File: src/rtl/fmv_pixel_scheduler.sv
// fmv_pixel_scheduler: paces decoded pixels from the FIFO out to the display
// path. Each newpixel strobe from the sample rate converter emits one pixel.
// When the FIFO is empty a black pixel is substituted and counted. vsync and
// hsync frame the lines, and they also restart the converter's phase accumulator.
//
// Handshake: fifo_ready is a combinational pop strobe. The FIFO drops its head
// on any cycle where fifo_ready=1, and fifo_ready is only ever 1 while
// fifo_valid=1. fifo_data is consumed in that same cycle. pix_valid is a
// one-cycle qualifier on pix_data. There is no back-pressure downstream.
module fmv_pixel_scheduler #(
  parameter int kDataWidth  = 24,
  parameter int kCountWidth = 10
) (
  input  logic                   clk30,
  input  logic                   reset_n,
  input  logic                   vcd_mode_req,
  input  logic                   vsync,
  input  logic                   hsync,
  input  logic [kCountWidth-1:0] line_width,
  input  logic                   newpixel,
  input  logic                   fifo_valid,
  input  logic [kDataWidth-1:0]  fifo_data,
  output logic                   fifo_ready,
  output logic                   vcd_mode,
  output logic                   src_reset,
  output logic                   pix_valid,
  output logic [kDataWidth-1:0]  pix_data,
  output logic [7:0]             underrun_count,
  output logic [1:0]             state_dbg
);

  localparam logic [1:0] IDLE      = 2'd0;
  localparam logic [1:0] WAIT_LINE = 2'd1;
  localparam logic [1:0] ACTIVE    = 2'd2;

  localparam logic [kCountWidth-1:0] kCountOne = kCountWidth'(1);
  localparam logic [7:0]             kUrMax    = 8'hFF;

  logic [1:0]             state_q, state_d;
  logic                   vcd_mode_q, vcd_mode_d;
  logic                   src_reset_q, src_reset_d;
  logic                   pix_valid_q, pix_valid_d;
  logic [kDataWidth-1:0]  pix_data_q, pix_data_d;
  logic [7:0]             underrun_q, underrun_d;
  logic [kCountWidth-1:0] count_q, count_d;
  logic [kCountWidth-1:0] width_q, width_d;

  logic line_start;
  logic emit;

  // hsync starts a new line from WAIT_LINE and also truncates a line in
  // ACTIVE. vsync overrides both.
  assign line_start = hsync && !vsync && ((state_q == WAIT_LINE) || (state_q == ACTIVE));
  // A pixel goes out only on a clean newpixel in ACTIVE. Framing pulses take
  // priority over it.
  assign emit       = (state_q == ACTIVE) && newpixel && !vsync && !hsync;

  assign fifo_ready     = emit && fifo_valid;
  assign vcd_mode       = vcd_mode_q;
  assign src_reset      = src_reset_q;
  assign pix_valid      = pix_valid_q;
  assign pix_data       = pix_data_q;
  assign underrun_count = underrun_q;
  assign state_dbg      = state_q;

  // Next-state logic. vsync wins, then a line (re)start, then pixel emission.
  always_comb begin
    state_d     = state_q;
    vcd_mode_d  = vcd_mode_q;
    src_reset_d = 1'b0;
    pix_valid_d = 1'b0;
    pix_data_d  = pix_data_q;
    underrun_d  = underrun_q;
    count_d     = count_q;
    width_d     = width_q;
    if (vsync) begin
      state_d     = WAIT_LINE;
      vcd_mode_d  = vcd_mode_req;
      src_reset_d = 1'b1;
    end else if (line_start) begin
      width_d     = line_width;
      count_d     = '0;
      src_reset_d = 1'b1;
      // A zero-width line has nothing to emit, so the block keeps waiting.
      state_d     = (line_width == '0) ? WAIT_LINE : ACTIVE;
    end else if (emit) begin
      pix_valid_d = 1'b1;
      if (fifo_valid) begin
        pix_data_d = fifo_data;
      end else begin
        pix_data_d = '0;
        if (underrun_q != kUrMax) underrun_d = underrun_q + 8'd1;
      end
      count_d = count_q + kCountOne;
      if (count_q == width_q - kCountOne) state_d = WAIT_LINE;
    end
  end

  // State and output registers. src_reset is held high throughout reset.
  always_ff @(posedge clk30 or negedge reset_n) begin
    if (!reset_n) begin
      state_q     <= IDLE;
      vcd_mode_q  <= 1'b0;
      src_reset_q <= 1'b1;
      pix_valid_q <= 1'b0;
      pix_data_q  <= '0;
      underrun_q  <= '0;
      count_q     <= '0;
      width_q     <= '0;
    end else begin
      state_q     <= state_d;
      vcd_mode_q  <= vcd_mode_d;
      src_reset_q <= src_reset_d;
      pix_valid_q <= pix_valid_d;
      pix_data_q  <= pix_data_d;
      underrun_q  <= underrun_d;
      count_q     <= count_d;
      width_q     <= width_d;
    end
  end

endmodule

File: config.mk
export PLATFORM = sky130hd
export DESIGN_NAME = fmv_pixel_scheduler
export DESIGN_NICKNAME = d
export VERILOG_FILES = /design/src/rtl/fmv_pixel_scheduler.sv
export SDC_FILE = /design/constraint.sdc
export NUM_CORES = 1
export LEC_CHECK = 0
export BUFFER_PORTS_ARGS = -buffer_cell sky130_fd_sc_hd__buf_2
export CORE_ASPECT_RATIO = 0.5
export CORE_UTILIZATION = 32
export DETAILED_ROUTE_END_ITERATION = 8
export SYNTH_ARGS = -nofsm -noshare
export SYNTH_HDL_FRONTEND = slang
export SYNTH_SLANG_ARGS = --single-unit
File: constraint.sdc
create_clock -name clk30 -period 2.5 [get_ports clk30]
set_input_delay 0.5 -clock clk30 [delete_from_list [all_inputs] [get_ports clk30]]
set_output_delay 0.5 -clock clk30 [all_outputs]
set_load 0.01 [all_outputs]
==> results of run 1 <==
[cells by family (layout without fill, tap and decap cells)]
group / after synthesis / in the layout / synth area share, %
and+or+nand+nor: 131 / 131 / 23.4
DFF: 57 / 57 / 53.3
xor gates and xnor gates: 26 / 26 / 8.50
AOI/OAI and AO/OA: 21 / 21 / 6.02
buffers and inverters: 18 / 104 / 2.71
adders and majority gates: 4 / 4 / 1.87
muxes: 10 / 10 / 4.20
[power breakdown]
group	internal, mW	total (mW)	switching, mW
clock network	0.721	1.14	0.419
registers	1.09	1.27	0.176
logic	0.325	0.678	0.352
total	2.14	3.09	0.947
[worst paths after layout]
kind | startpoint | end | cells past startpoint
max | state_dbg[0] | fifo_ready | 6
min | reset_n | count_q[0] | 1
max reg2reg | state_dbg[0] | count_q[9] | 7
min reg2reg | pix_data[9] | pix_data[9] | 2
max in group asynchronous | reset_n | pix_data[0] | 2
min in group clk30 | fifo_data[4] | pix_data[4] | 3
[cell usage in the layout (no fill, tap or decap), types with 2 or more instances in the layout]
master and count:
dfrtp_1 56, nor2b_1 3, inv_1 5, xnor2_1 13, buf_4 3, clkbuf_16 9, or3_1 2, a31oi_1 3
and2_1 2, o21ai_0 6, a21oi_1 2, xor2_1 13, nor3_1 4, nand2_1 60, and3b_1 2, nand4_1 8
nor2_1 12, ha_1 4, buf_2 78, nor4_1 2, and3_1 4, mux2_2 10, nand3_1 25, clkinvlp_4 3
o2111ai_1 2, or4_1 2, clkbuf_8 2
[cell type report]
class                           instances  area (um^2)
Fill cell                             803         4560
Sequential cell                        57         1430
Multi-Input combinational cell        192         1180
Timing Repair Buffer                   82          433
Clock buffer                           12          256
Tap cell                              112          140
Inverter                                6         36.3
Clock inverter                          4         27.5
[registers in the layout, summed over array words and instances, names as in the netlist]
register,cells
count_q,10
pix_data,24
pix_valid,1
src_reset,1
state_dbg,2
underrun_count,8
vcd_mode,1
width_q,10
[layer usage]
layer | GRT usage, % | share of wire, % | up-vias | routed length (um)
met1 | 18.5 | 44 | 1077 | 2870
li1 | - | - | 1081 | -
met3 | 5.78 | 4.5 | 19 | 298
met2 | 28.4 | 49 | 49 | 3260
met4 | 7.12 | 2.4 | 0 | 159
met5 | 0 | 0 | - | 0
[stage by stage]
stage / power, mW / cell area [um^2] / cells / worst slack [ns]
finish: 3.09 / 3500 / 465 / 0.169
global route: 3.26 / 3500 / 465 / 0.0383
CTS: 3.11 / 3490 / 465 / 0.111
detailed placement: 1.96 / 3210 / 449 / 0.229
global placement: 1.91 / 3210 / 449 / 0.279
floorplan: 1.68 / 2680 / 267 / 0.511
[timing repair]
item                       4_1_cts  5_1_grt
resized for setup                0        2
setup endpoints to repair        0        1
hold endpoints to repair         0        0
[critical path: stages (launching register included)]
cell and delay, ns:
dfrtp_1 0.38, inv_1 0.08, ha_1 0.15, nand4bb_1 0.24
bufinv_8 0.39, and2_1 0.15, buf_2 0.12
==> impl_metrics.toml, run 1 <==
[synthesis]
synth_ff_type = "dfrtp_1"
yosysMostFrequentCell = "nand2_1"
synth_cell_types = 39
synthTopCellsByArea = "dfrtp_1 (52%), nand2_1 (8.4%), nand3_1 (4.7%)"
async_flop_share_pct = 100
synthTopCellsByCount = "nand2_1 (60), dfrtp_1 (56), nand3_1 (25)"
ys_seq_area_share_pct = 53.3
synth-edff-count = 0
syn_nets = 312
synth_area_um2 = 2680
ys_ff_latch = 57
ys.warnings.count = 0
syn_area_per_cell_um2 = 10.0
synth_top_cell_area_share_pct = 52.3
netlist_instances = 267
yosysTopAreaCell = "dfrtp_1"

[job]
maxCapViolCount = 0

[sta]
worstMarginPinSlew_ns = 0.654
slew_headroom_pct = 56.4
rsz0062_at_grt = "false"
setup_violations = 0
drv_slew = 0
period_share_pct = 93.3
fmax_ghz = 0.429
holdWs_ns = 0.206
tns_ns = 0
hold_viol = 0
period_minus_slack_ns = 2.33
skew_ns = 0.00921

[critical_path]
critical_path_class = "register to output port"
critPathRequiredTime_ns = 2.00
start_kind = "register"
cp_max_fo = 34
worst-r2r-setup-slack_ns = 0.36
end_kind = "output port"
arrival_ns = 1.83

[floorplanning]
core_um2 = 8060
fp.dieW_um = 131
die_area_um2 = 8770
die_h_um = 66.7
rows = 23
initial_core_util_pct = 33.3
io_pins = 79

[clocking]
numCtsBuffers = 9
worstSkewPairLatency_ns = 0.33
cts_buffer_depth = 2
path_clk_slew_ns = 0.05
htreeDepth = 3
hold_buffers = 0
cts_sinks = 57
post-cts-setup-buffer-count = 0
cts_tree = "done"
cts_root_buffer = "clkbuf_16"

[global_route]
grt_pass1_wl_um = 11000
antenna_found_initial = 0
grtUsageTotal_pct = 16.3
grt_max_degree = 35
first_global_vias = 2326
grt_remaining_overflow = 0

[hold_path]
hp-class = "primary input to asynchronous set/reset pin"

[power]
ir_drop_mv = 0.331
power.leakage_nw = 1.83
powerDensity_nw_per_um2 = 882

[placement]
port_buffers = 78
routabilityCongestion = 0.792
dpl.hpwl_um = 4760

[outcome]
status = "finished clean"

[finish]
fin_util_pct = 43.4
syn_to_final_growth_pct = 30.6
antenna_cells = 0
nNetsFinal = 393
drive_gt1_share_pct = 33.1

[detailed_routing]
first_pass_iters = 4
drt-total-wl_um = 6590
vias_per_cell = 4.79
drt-initial-drc-count = 137
drc = 0
vias = 2226
drtAntennaViolNets = 0
wire_per_inst_um = 14.2
No activity file was read; power rests on OpenSTA's default activity.
==> run 2: changes to the inputs <==
--- a/config.mk
+++ b/config.mk
@@ -8,6 +8,7 @@
 export BUFFER_PORTS_ARGS = -buffer_cell sky130_fd_sc_hd__buf_2
 export CORE_ASPECT_RATIO = 0.5
 export CORE_UTILIZATION = 32
+export CTS_BUF_LIST = sky130_fd_sc_hd__clkbuf_4 sky130_fd_sc_hd__clkbuf_8 sky130_fd_sc_hd__clkbuf_16
 export DETAILED_ROUTE_END_ITERATION = 8
 export SYNTH_ARGS = -nofsm -noshare
 export SYNTH_HDL_FRONTEND = slang
==> run 2 against run 1 <==
Against the previous run: hold slack worse by 0.0028 ns; clock power hardly changed; first-iteration DRC count is 5.8% lower; cell count stayed put; power is 0.54% higher; global-route usage hardly changed; via count stayed put; wire length is 0.80% higher; die area stayed put; setup slack better by 0.024 ns; highest routed layer unchanged.
==> impl_metrics.toml, run 2 (synthesis results as in run 1) <==
[outcome]
status = "finished clean"

[floorplanning]
initial_core_util_pct = 33.3
io_pins = 79
die_h_um = 66.7
fp.dieW_um = 131
rows = 23
die_area_um2 = 8770
core_um2 = 8060

[finish]
fin_area_um2 = 3500
fin_util_pct = 43.5
largest_register_ffs = 24
stdcell_count = 465
layout_common_cells = "buf_2 (78), nand2_1 (60), dfrtp_1 (56)"
syn_to_final_growth_pct = 30.8
fillers = 803
nNetsFinal = 393
antenna_cells = 0
drive_gt1_share_pct = 33.4
mostFrequentLayoutCell = "buf_2"

[global_route]
grt_max_degree = 35
grtUsageTotal_pct = 16.4
antenna_found_initial = 0
grt_pass1_wl_um = 11000
first_global_vias = 2335
grt_remaining_overflow = 0

[sta]
rsz0062_at_grt = "false"
period_share_pct = 92.3
tns_ns = 0
hold_viol = 0
setup_violations = 0
worstMarginPinSlew_ns = 0.654
slew_headroom_pct = 56.4
drv_slew = 0
period_minus_slack_ns = 2.31
fmax_ghz = 0.433
skew_ns = 0.0119

[clocking]
cts_tree = "done"
numCtsBuffers = 9
path_clk_slew_ns = 0.06
cts_buffer_depth = 2
htreeDepth = 3
cts_root_buffer = "clkbuf_16"
cts_sinks = 57
hold_buffers = 0
worstSkewPairLatency_ns = 0.33

[critical_path]
critPathRequiredTime_ns = 2.00
cp_max_fo = 34
start_kind = "register"
r2r-end = "count_q[9]"
end_kind = "output port"
worst-r2r-setup-slack_ns = 0.38
critical_path_class = "register to output port"
path_cells = "inv_1 -> ha_1 -> nand4bb_1 -> bufinv_8 -> and2_1 -> buf_2"
r2r_cells = 7
arrival_ns = 1.81
critPathMaxStageDelay_ns = 0.38
rr_startpoint = "state_dbg[0]"
cp_slowest_cell = "dfrtp_1"

[placement]
dpl.hpwl_um = 4760
port_buffers = 78
placed_area_um2 = 3210
routabilityCongestion = 0.792
place_inst = 449

[detailed_routing]
wire_per_inst_um = 14.3
drt-initial-drc-count = 129
first_pass_iters = 4
drt-total-wl_um = 6640
drtAntennaViolNets = 0
vias_per_cell = 4.79
vias = 2226
drc = 0

[power]
ir_drop_mv = 0.331
p_total_mw = 3.10
powerDensity_nw_per_um2 = 885
power.leakage_nw = 1.83

[hold_path]
hp-class = "primary input to asynchronous set/reset pin"

[job]
maxCapViolCount = 0
-- run 2: cell counts in the layout (fill, tap and decap cells not counted) --
No cell type changed its count.
-- run 2: layer usage --
layer | GRT usage (%) | part of all wire, %
met3 | 5.78 | 4.4
met2 | 28.6 | 50
met5 | 0 | 0
met1 | 18.5 | 44
met4 | 7.12 | 2.1
-- run 2: stage by stage --
step | hold WS (ns) | setup WS (ns)
3_5_place_dp | 0.451 | 0.229
6_report | 0.203 | 0.193
3_3_place_gp | 0.447 | 0.279
2_1_floorplan | 0.204 | 0.511
4_1_cts | 0.230 | 0.111
5_1_grt | 0.262 | 0.0383
-- run 2: critical path, delay by kind of cell (launching register included) --
kind                     cells  cell delay [ns]
flip-flops                   1             0.38
AND/OR/NAND/NOR              2             0.38
buffers and inverters        3             0.58
adder cells (fa/ha/maj)      1             0.15
-- run 2: repair_timing --
action,in CTS,in global routing
buffers inserted,0,0
gates resized for setup,0,2
setup endpoints to repair,0,1
hold endpoints to repair,0,0
-- run 2: worst max path at each step --
stage	end	start	slack (ns)	depth (start not counted)
finish	fifo_ready	state_dbg[0]	0.19	6
global route	fifo_ready	state_dbg[0]	0.04	6
CTS	fifo_ready	state_dbg[0]	0.11	6
detailed placement	count_q[9]	vsync	0.23	6
global placement	count_q[9]	vsync	0.28	6
floorplan	fifo_ready	state_dbg[0]	0.51	7
-- run 2: layout make-up --
cell class	instances	area (um^2)	share of cell area [%]
flip-flops and latches	57	1430	40.7
well taps	112	140	4.00
clock buffers	12	260	7.43
inverters	6	36.3	1.04
multi-input cells	192	1180	33.7
clock inverters	4	27.5	0.785
repair buffers	82	433	12.4
-- run 2: report_power, final --
| group | switching [mW] | total [mW] | internal, mW |
|---|---|---|---|
| clock network | 0.424 | 1.16 | 0.732 |
| registers | 0.176 | 1.27 | 1.09 |
| logic | 0.353 | 0.678 | 0.325 |
==> run 3: changes to the inputs <==
--- a/config.mk
+++ b/config.mk
@@ -10,6 +10,7 @@
 export CORE_UTILIZATION = 32
 export CTS_BUF_LIST = sky130_fd_sc_hd__clkbuf_4 sky130_fd_sc_hd__clkbuf_8 sky130_fd_sc_hd__clkbuf_16
 export DETAILED_ROUTE_END_ITERATION = 8
+export PLACE_DENSITY = 0.53
 export SYNTH_ARGS = -nofsm -noshare
 export SYNTH_HDL_FRONTEND = slang
 export SYNTH_SLANG_ARGS = --single-unit
==> run 3 against run 2 <==
Against the previous run: wire length down 8.5%; global-route usage shrank 0.25 points; flip-flop and latch count unchanged; critical endpoint unchanged; fmax shrank 1.1%; via count is 2.7% lower; combinational power fell by 4.0%; core utilization did not move; critical path type unchanged; sequential share of layout area unchanged; register-to-register slack worse by 0.07 ns; first-iteration DRC count shrank 33%; count of clock-buffer cells in the layout shrank 1.
==> impl_metrics.toml, run 3 (synthesis results as in run 1) <==
[sta]
fmax_ghz = 0.429
skew_ns = 0.00666
hold_viol = 0
holdWs_ns = 0.141
rsz0062_at_grt = "false"
tns_ns = 0
slew_headroom_pct = 65.8
drv_slew = 0
period_minus_slack_ns = 2.33
worstMarginPinSlew_ns = 0.509
period_share_pct = 93.3
setup_violations = 0

[finish]
layout_common_cells = "buf_2 (78), nand2_1 (60), dfrtp_1 (56)"
regArea_um2 = 1430
fillers = 808
syn_to_final_growth_pct = 30.8
fin_area_um2 = 3500
mostFrequentLayoutCell = "buf_2"
multi_input_area_um2 = 1180
fin_util_pct = 43.5
largest_register_ffs = 24
stdcell_count = 466
nNetsFinal = 394
drive_gt1_share_pct = 33.6
antenna_cells = 0

[critical_path]
critPathRequiredTime_ns = 2.00
critical_path_class = "register to output port"
start_kind = "register"
path_cells = "inv_1 -> ha_1 -> nand4bb_1 -> inv_6 -> and2_1 -> buf_2"
cp_slowest_cell = "dfrtp_1"
arrival_ns = 1.83
critPathMaxStageDelay_ns = 0.37
end_kind = "output port"
cp_max_fo = 34

[outcome]
status = "finished clean"

[detailed_routing]
drt-total-wl_um = 6080
wl_met2_um = 2920
wire_per_inst_um = 13.0
vias = 2165
wl_met1_um = 2810
drc = 0
wl_met3_um = 254
top_layer = "met4"
first_pass_iters = 4
vias_per_cell = 4.65
drt-initial-drc-count = 86
drtAntennaViolNets = 0

[floorplanning]
io_pins = 79
initial_core_util_pct = 33.3
die_area_um2 = 8770
rows = 23
die_h_um = 66.7
core_um2 = 8060
fp.dieW_um = 131

[global_route]
grt_max_degree = 35
grtUsageTotal_pct = 16.1
grt_pass1_wl_um = 10900
grt_remaining_overflow = 0
first_global_vias = 2219
antenna_found_initial = 0

[power]
powerDensity_nw_per_um2 = 891
pwr-share-clk_pct = 38.7
power_switching_mw = 0.905
power.leakage_nw = 1.83
combPwrFrac_pct = 20.8
p_seq_share_pct = 40.5
ir_drop_mv = 0.390
p_int_mw = 2.22
sw_frac_of_total_pct = 29.0

[clocking]
cts_sinks = 57
cts_tree = "done"
path_clk_slew_ns = 0.05
cts_buffer_depth = 2
ctsResizeCount = 0
htreeDepth = 3
worstSkewPairLatency_ns = 0.32
cts_root_buffer = "clkbuf_16"
post-cts-setup-buffer-count = 0
hold_buffers = 0
numCtsBuffers = 9

[hold_path]
hp-class = "primary input to asynchronous set/reset pin"

[placement]
routabilityCongestion = 0.752
place_inst = 450
port_buffers = 78
placed_area_um2 = 3200
dpl.hpwl_um = 4450

[job]
maxCapViolCount = 0
## run 3: layout make-up
class	instances	area share (%)
sequential	57	40.7
multi-input combinational	192	33.7
timing repair buffer	83	12.2
clock buffer	11	7.03
tap	112	4.00
clock inverter	5	1.57
inverter	6	0.785
## run 3: routing by layer
layer / track usage [%] / up-vias
li1: - / 1088
met1: 19.7 / 1029
met2: 26.9 / 40
met3: 5.10 / 8
met4: 6.54 / 0
met5: 0 / -
## run 3: power groups by stage
stage          clock network (mW)  logic [mW]  registers (mW)
2_1_floorplan                   0       0.400            1.28
3_3_place_gp                    0       0.646            1.27
3_5_place_dp                    0       0.659            1.28
4_1_cts                      1.25       0.661            1.27
5_1_grt                      1.30       0.736            1.30
6_report                     1.21       0.651            1.26
## run 3: critical path, delay by kind of cell, from the launching register on
kind	cells	cell delay (ns)
flip-flops	1	0.37
AND/OR/NAND/NOR	2	0.46
adder cells (fa/ha/maj)	1	0.15
buffers and inverters	3	0.52
## run 3: metrics by stage
step | setup WS, ns | total power, mW
floorplan | 0.511 | 1.68
global route | 0.0188 | 3.33
detailed placement | 0.223 | 1.94
global placement | 0.275 | 1.92
CTS | 0.137 | 3.18
finish | 0.167 | 3.12
## run 3: final timing paths
path                         startpoint                end  slack (ns)  cells past startpoint
max                        state_dbg[0]         fifo_ready        0.17                      6
min                             reset_n         width_q[8]        0.14                      1
max reg2reg                state_dbg[0]         count_q[9]        0.31                      7
min reg2reg                 pix_data[7]        pix_data[7]        0.46                      2
max in group asynchronous       reset_n  underrun_count[2]        1.73                      2
min in group clk30         fifo_data[4]        pix_data[4]        0.41                      3
